==> config.mk <==
export PLATFORM = sky130hd
export DESIGN_NAME = pc_ras_unit
export DESIGN_NICKNAME = d
export VERILOG_FILES = /design/src/rtl/pc_ras_unit.sv
export SDC_FILE = /design/constraint.sdc
export NUM_CORES = 1
export LEC_CHECK = 0
export ABC_CLOCK_PERIOD_IN_PS = 10000
export BUFFER_PORTS_ARGS = -buffer_cell sky130_fd_sc_hd__buf_4
export CORE_UTILIZATION = 55
export CTS_BUF_LIST = sky130_fd_sc_hd__clkbuf_16
export DETAILED_ROUTE_END_ITERATION = 16
export GPL_TIMING_DRIVEN = 1
export PLACE_DENSITY = 0.79
export SLEW_MARGIN = 20
export SYNTH_ARGS = -nofsm -noshare
export SYNTH_HDL_FRONTEND = slang
export SYNTH_SLANG_ARGS = --single-unit
==> constraint.sdc <==
create_clock -name clk -period 10 [get_ports clk]
set_clock_uncertainty 0.1 [all_clocks]
set_input_delay 0.5 -clock clk [delete_from_list [all_inputs] [get_ports clk]]
set_output_delay 0.5 -clock clk [all_outputs]
set_load 0.03 [all_outputs]
==> src/rtl/pc_ras_unit.sv <==
// Program counter with next-PC selection, circular return-address stack
// and executed-instruction counter.
module pc_ras_unit #(
   parameter int unsigned WIDTH     = 32,
   parameter logic [WIDTH-1:0] RESET_VEC = '0,
   parameter int unsigned STEP      = 1,
   parameter int unsigned RAS_DEPTH = 4,
   parameter int unsigned COUNT_W   = 32
) (
   input  logic               clk,
   input  logic               rst,
   input  logic               en,
   input  logic               branch,
   input  logic [WIDTH-1:0]   branch_target,
   input  logic               jump,
   input  logic               call,
   input  logic [WIDTH-1:0]   jump_target,
   input  logic               ret,
   output logic [WIDTH-1:0]   pc,
   output logic [WIDTH-1:0]   pc_plus,
   output logic               ras_empty,
   output logic               ras_full,
   output logic               ras_overflow,
   output logic               ras_underflow,
   output logic               conflict,
   output logic [COUNT_W-1:0] instr_count
);

   localparam int unsigned PTR_W = (RAS_DEPTH > 1) ? $clog2(RAS_DEPTH) : 1;
   localparam int unsigned CNT_W = $clog2(RAS_DEPTH + 1);
   localparam logic [CNT_W-1:0] FULL_CNT = CNT_W'(RAS_DEPTH);

   logic [WIDTH-1:0]   pc_q, pc_d;
   logic [PTR_W-1:0]   sp_q, sp_d;
   logic [CNT_W-1:0]   cnt_q, cnt_d;
   logic [WIDTH-1:0]   ras_q [RAS_DEPTH];
   logic [WIDTH-1:0]   ras_d [RAS_DEPTH];
   logic               ovf_q, ovf_d;
   logic               unf_q, unf_d;
   logic               cfl_q, cfl_d;
   logic [COUNT_W-1:0] icnt_q, icnt_d;

   logic [PTR_W-1:0]   sp_dec;
   logic               is_empty;
   logic               is_full;

   assign pc_plus  = pc_q + WIDTH'(STEP);
   assign sp_dec   = sp_q - PTR_W'(1);
   assign is_empty = (cnt_q == '0);
   assign is_full  = (cnt_q == FULL_CNT);

   // Next-state selection: ret > call > jump > branch > sequential.
   // sp points at the next free slot; a push while full lands on the
   // oldest entry because the pointer wraps around the ring.
   always_comb begin
      pc_d   = pc_q;
      sp_d   = sp_q;
      cnt_d  = cnt_q;
      ras_d  = ras_q;
      ovf_d  = ovf_q;
      unf_d  = unf_q;
      cfl_d  = cfl_q;
      icnt_d = icnt_q;
      if (en) begin
         icnt_d = icnt_q + COUNT_W'(1);
         if (call && ret) begin
            cfl_d = 1'b1;
         end
         if (ret) begin
            if (is_empty) begin
               pc_d  = pc_plus;
               unf_d = 1'b1;
            end else begin
               pc_d  = ras_q[sp_dec];
               sp_d  = sp_dec;
               cnt_d = cnt_q - CNT_W'(1);
            end
         end else if (call) begin
            pc_d        = jump_target;
            ras_d[sp_q] = pc_plus;
            sp_d        = sp_q + PTR_W'(1);
            if (is_full) begin
               ovf_d = 1'b1;
            end else begin
               cnt_d = cnt_q + CNT_W'(1);
            end
         end else if (jump) begin
            pc_d = jump_target;
         end else if (branch) begin
            pc_d = branch_target;
         end else begin
            pc_d = pc_plus;
         end
      end
   end

   // State registers with synchronous reset; stack contents need no reset.
   always_ff @(posedge clk) begin
      if (rst) begin
         pc_q   <= RESET_VEC;
         sp_q   <= '0;
         cnt_q  <= '0;
         ovf_q  <= 1'b0;
         unf_q  <= 1'b0;
         cfl_q  <= 1'b0;
         icnt_q <= '0;
      end else begin
         pc_q   <= pc_d;
         sp_q   <= sp_d;
         cnt_q  <= cnt_d;
         ovf_q  <= ovf_d;
         unf_q  <= unf_d;
         cfl_q  <= cfl_d;
         icnt_q <= icnt_d;
      end
   end

   // Return-address storage.
   always_ff @(posedge clk) begin
      ras_q <= ras_d;
   end

   assign pc            = pc_q;
   assign ras_empty     = is_empty;
   assign ras_full      = is_full;
   assign ras_overflow  = ovf_q;
   assign ras_underflow = unf_q;
   assign conflict      = cfl_q;
   assign instr_count   = icnt_q;

endmodule

# Word-level counts from Yosys, hierarchy flattened
# Cells that the tools add are included.
[totals] ff_bits=200 in_bits=71 elab_cells=54
[op_classes] n_addsub=6 n_reduce_logical=10 magnitude_cmp=3 n_bitwise=3 muxes=18 eq_ne=3
[ops] operator="two-way mux 32 bit" n=8
[ops] operator="bitwise mux 128 bit" n=1
[ops] operator="adder 32 x 1 -> 32 bit (second input constant)" n=2
[ops] operator="binary-select mux 32 bit (select 2 bit)" n=1
[ops] operator="demux 32 bit (select 2 bit)" n=1
[ops] operator="two-way mux 3 bit" n=4
[ops] operator="AND reduction 3 bit" n=3
[ops] operator="AND reduction 4 bit" n=2
[ops] operator="greater-or-equal comparator 3 bit (second input constant)" n=2
[ops] operator="two-way mux 2 bit" n=3
[ops] operator="inverter 2 -> 3 bit" n=2
[ops] operator="inequality test 2 bit (second input constant)" n=2
[ops] operator="adder 3 x 1 -> 3 bit (second input constant)" n=1
[ops] operator="equality test 3 bit (second input constant)" n=1
[ops] operator="zero test 3 bit" n=1
[ops] operator="< comparator 3 x 1 -> 1 bit (second input constant)" n=1
[ops] operator="subtractor 3 x 1 -> 3 bit (second input constant)" n=1
[ops] operator="adder 2 x 1 -> 2 bit (second input constant)" n=1
[ops] operator="logical AND 1 bit" n=2
[ops] operator="AND reduction 2 bit" n=1
[ops] operator="nonzero test 2 bit" n=1
[ops] operator="subtractor 2 x 1 -> 2 bit (second input constant)" n=1
[ops] operator="inverter 1 bit" n=1

# Longest topological paths before layout
[depth] word_depth=7 mapped_depth=11 mapped_depth_nobuf=7

# Worst setup path before layout
# Ideal clock, no wire load.
[synth_timing] path_type="reg-to-reg" start="reg sp_q[0]" end="reg pc_q[24] (netlist: pc[24])" setup_ns=0.129 stages_incl_launch_ff=11 slack_ns=6.810 arrival_time_ns=2.961 synth_period_minus_slack_ns=3.190 cell_sequence="dfxtp_1 > clkbuf_1 > buf_1 > inv_1 > ha_1 > clkbuf_1 > clkbuf_1 > mux4_2 > a22o_1 > o41ai_1 > a21oi_1"
[synth_between] elab_chain_len=7
[synth_rtl] item="start, declared" line="34" rtl="logic [PTR_W-1:0] sp_q, sp_d;"
[synth_rtl] item="start signal, assigned" line="109" rtl="sp_q <= sp_d;"
[synth_rtl] item="subtractor 2 x 1 -> 2 bit" line="48" rtl="assign sp_dec = sp_q - PTR_W'(1);"
[synth_rtl] item="net sp_dec[0]" line="43" rtl="logic [PTR_W-1:0] sp_dec;"
[synth_rtl] item="inverter 2 -> 3 bit (implied by the code)" line="74" rtl="pc_d = ras_q[sp_dec];"
[synth_rtl] item="binary-select mux 32 bit (select 2 bit)" line="74"
[synth_rtl] item="two-way mux 32 bit (implied by the code) (2 in a row)" line="74"
[synth_rtl] item="two-way mux 32 bit" line="70" rtl="if (is_empty) begin"
[synth_rtl] item="two-way mux 32 bit" line="69" rtl="if (ret) begin"
[synth_rtl] item="end signal, assigned" line="108" rtl="pc_q <= pc_d;"
[synth_rtl] item="end, declared" line="33" rtl="logic [WIDTH-1:0] pc_q, pc_d;"
# The timed path passes the listed nets, and every way through them passes these cells. The select of a mux whose other input is x is not followed.
# A chain may end at the register's enable or synchronous reset.

# Final worst setup path
[layout_timing] start="reg pc_q[0] (netlist: pc[0])" end="out pc_plus[26]"
[layout_between] elab_chain_len=1
[layout_rtl] item="adder 32 x 1 -> 32 bit" line="47" rtl="assign pc_plus = pc_q + WIDTH'(STEP);"
[layout_rtl] item="end, declared" line="20" rtl="output logic [WIDTH-1:0] pc_plus,"
# No other way between the ends.

==> results.cfg <==
[layout]
n_antenna_cell = 0
fin_util_pct = 67.8
finish.instance_area_mm2 = 0.0117
area_delta_synth_final_pct = 20.3
drive_above_1_share_pct = 25.4
fill_cells = 1277
fin_nets = 1105

[worst_setup_path]
rr_endpoint = pc[11]
startpoint = pc[0]
path_delay_family = simple AND/OR/NAND/NOR gates
critPathArrivalTime_ns = 3.47
path_cells = ha_1 -> nand3_1 -> nor3_1 -> nand4_1 -> xnor2_1 -> buf_4
timing_worst_setup_path_type = flip-flop to output pin
end_kind = output pin
r2r_start = sp_q[0]
cp.required_ns = 9.40
slowest_stage = nor3_1
worstPathMaxFanout = 15
crit_path_start_kind = flip-flop
path_buf_inv = 1
max_stage_delay_ns = 0.73
worstRegToRegCells = 8
rrSetupSlack_ns = 6.46

[power]
switching_share_pct = 28.5
power_w = 0.00193
p_leak_nw = 4.32
peakVddDrop_mv = 0.131
clkPwrFrac_pct = 34.0
powerDensity_mw_per_mm2 = 165
combPwrFrac_pct = 17.6
intPower_w = 0.00138
p_seq_share_pct = 48.4
switching_power_w = 0.000551

[logic_synthesis]
synth_cell_types = 67
netlist_instances = 884
synth-edff-count = 128
mappedNetlistNets = 962
post-synth-top-count-cell = edfxtp_1
synth_area_per_cell_um2 = 11.0
yosys_most_used_dff = edfxtp_1
synth_seq_area_share_pct = 54.2
yosysTopAreaCell = edfxtp_1
yosys.area.top_type_share_pct = 39.4
ys_async_sr_fraction_pct = 0
yosys_warnings = 0
synthesis.area_mm2 = 0.00975
ys_ff_latch = 200
synth_common_cells = edfxtp_1 (128), nand2_1 (87), dfxtp_1 (72)
synthTopCellsByArea = edfxtp_1 (39%), dfxtp_1 (15%), mux4_2 (7.4%), nand2_1 (3.3%), o21ai_0 (2.7%)

[hold_path]
hold_path_startpoint = jump_target[5]
hold_end = pc[5]
hold_class = input port to flip-flop
hold_depth = 3

[clock_network]
clockRootBuffer = clkbuf_16
clock_path_buffers = 2
cts_hold_repair.buffers = 0
clk_pin_slew_ns = 0.07
post_cts_resized = 0
htree_levels = 4
cts_tree = yes
numCtsBuffers = 17
cts_setup_buffers = 0
clock_latency_ns = 0.44
cts.sinks = 200

[floorplanning]
die_y_um = 135
initial_core_util_pct = 56.4
core_mm2 = 0.0173
placementRows = 48
die_w_um = 135
die-area_mm2 = 0.0183
io_pins = 172

[route]
ant_nets = 0
drc = 0
first_pass_iters = 5
drt-wirelength-per-cell_um = 21.9
wirelength_um = 27700
dr_total_vias = 8122
vias_per_cell = 6.42
drtIter0Drc = 918

[place]
gp_congestion = 0.917
dpl.hpwl_um = 18000
port_buffers = 171
placed_area_mm2 = 0.0112

[sta]
finalHoldViolCount = 0
finalSetupViolCount = 0
fmax_mhz = 246
fin_crit_ns = 4.07
tightest_slew_ns = 1.07
drv_slew = 0
whs_ns = 0.310
grt_setup_unrepaired = false
fin_setup_tns_ns = 0
fin_crit_sh_pct = 40.7
slew_headroom_pct = 28.2

[job]
timing.max_cap.violations = 0

[grt]
antenna_found_initial = 0
grt-ovfl-total = 0
grt_usage_pct = 30.8
grt_max_degree = 73
grt_pass1_vias = 7488
grt_first_pass_wirelength_um = 41900

[run_status]
status = complete, no violations
[metrics by stage]
| step | setup slack (ns) | std cells |
|---|---|---|
| 2_1_floorplan | 6.81 | 884 |
| 3_3_place_gp | 6.54 | 1233 |
| 3_5_place_dp | 6.51 | 1233 |
| 4_1_cts | 6.01 | 1265 |
| 5_1_grt | 5.73 | 1265 |
| 6_report | 5.93 | 1265 |
[cells in the final DEF (no fill, tap or decap), types with 7 or more instances in the layout]
| master | instances |
|---|---|
| inv_1 | 22 |
| a31oi_1 | 20 |
| nor3_1 | 21 |
| a22o_1 | 9 |
| nand2_1 | 87 |
| a21oi_1 | 49 |
| or3_1 | 11 |
| mux4_2 | 32 |
| clkbuf_16 | 17 |
| nand3_1 | 43 |
| dfxtp_1 | 71 |
| edfxtp_1 | 128 |
| or4_1 | 7 |
| xnor2_1 | 24 |
| and4_1 | 9 |
| nor2_1 | 59 |
| and3_1 | 8 |
| nand4_1 | 20 |
| o21ai_0 | 52 |
| buf_4 | 183 |
| xor2_1 | 25 |
| o211ai_1 | 8 |
[power groups by stage]
stage	logic, W	registers [W]	clock network, W
floorplan	0.000194	0.000969	0
global placement	0.000330	0.000951	0
detailed placement	0.000335	0.000953	0
CTS	0.000337	0.000935	0.000658
global route	0.000361	0.000939	0.000688
finish	0.000340	0.000936	0.000657
[worst min-delay path, cell delays in order]
cell and delay [ns]:
buf_4 0.12, nand3_1 0.07, a31oi_1 0.10
[cells by family after synthesis]
logic type                 after synthesis  share of synthesized area (%)
AOI/OAI and AO/OA                      202                           13.1
xor gates and xnor gates                49                           4.40
adders and majority gates                7                          0.975
buffers and inverters                   82                           3.31
DFF                                    200                           54.2
muxes                                   39                           8.12
and+or+nand+nor                        305                           15.9
[worst max-delay path by stage]
| stage | depth (start not counted) | slack (ns) | to |
|---|---|---|---|
| floorplan | 10 | 6.81 | pc[24] |
| global placement | 8 | 6.54 | pc[11] |
| finish | 6 | 5.93 | pc_plus[26] |
| global route | 6 | 5.73 | pc_plus[26] |
| detailed placement | 8 | 6.51 | pc[11] |
| CTS | 6 | 6.01 | pc_plus[30] |
[per-layer routing]
| layer | share of wire (%) | track usage [%] | vias to the layer above |
|---|---|---|---|
| li1 | - | - | 3638 |
| met1 | 39 | 41.6 | 3878 |
| met2 | 46 | 48.4 | 523 |
| met3 | 11 | 5.65 | 83 |
| met4 | 3.9 | 14.0 | 0 |
| met5 | 0 | 0 | - |
[flip-flops by register name, indices dropped and copies added, names as in the netlist]
name,count
ras_q,128
sp_q,2
ras_underflow,1
instr_count,32
conflict,1
cnt_q,3
pc,32
ras_overflow,1
[cell type report]
type	count	area (um2)	share of cell area (%)
Sequential cell	200	5290	45.1
Multi-Input combinational cell	602	4150	35.4
Timing Repair Buffer	183	1370	11.7
Clock buffer	17	425	3.63
Tap cell	225	282	2.40
Clock inverter	15	128	1.09
Inverter	23	86.3	0.736
Note: power is estimated with default switching activity, not from simulation.
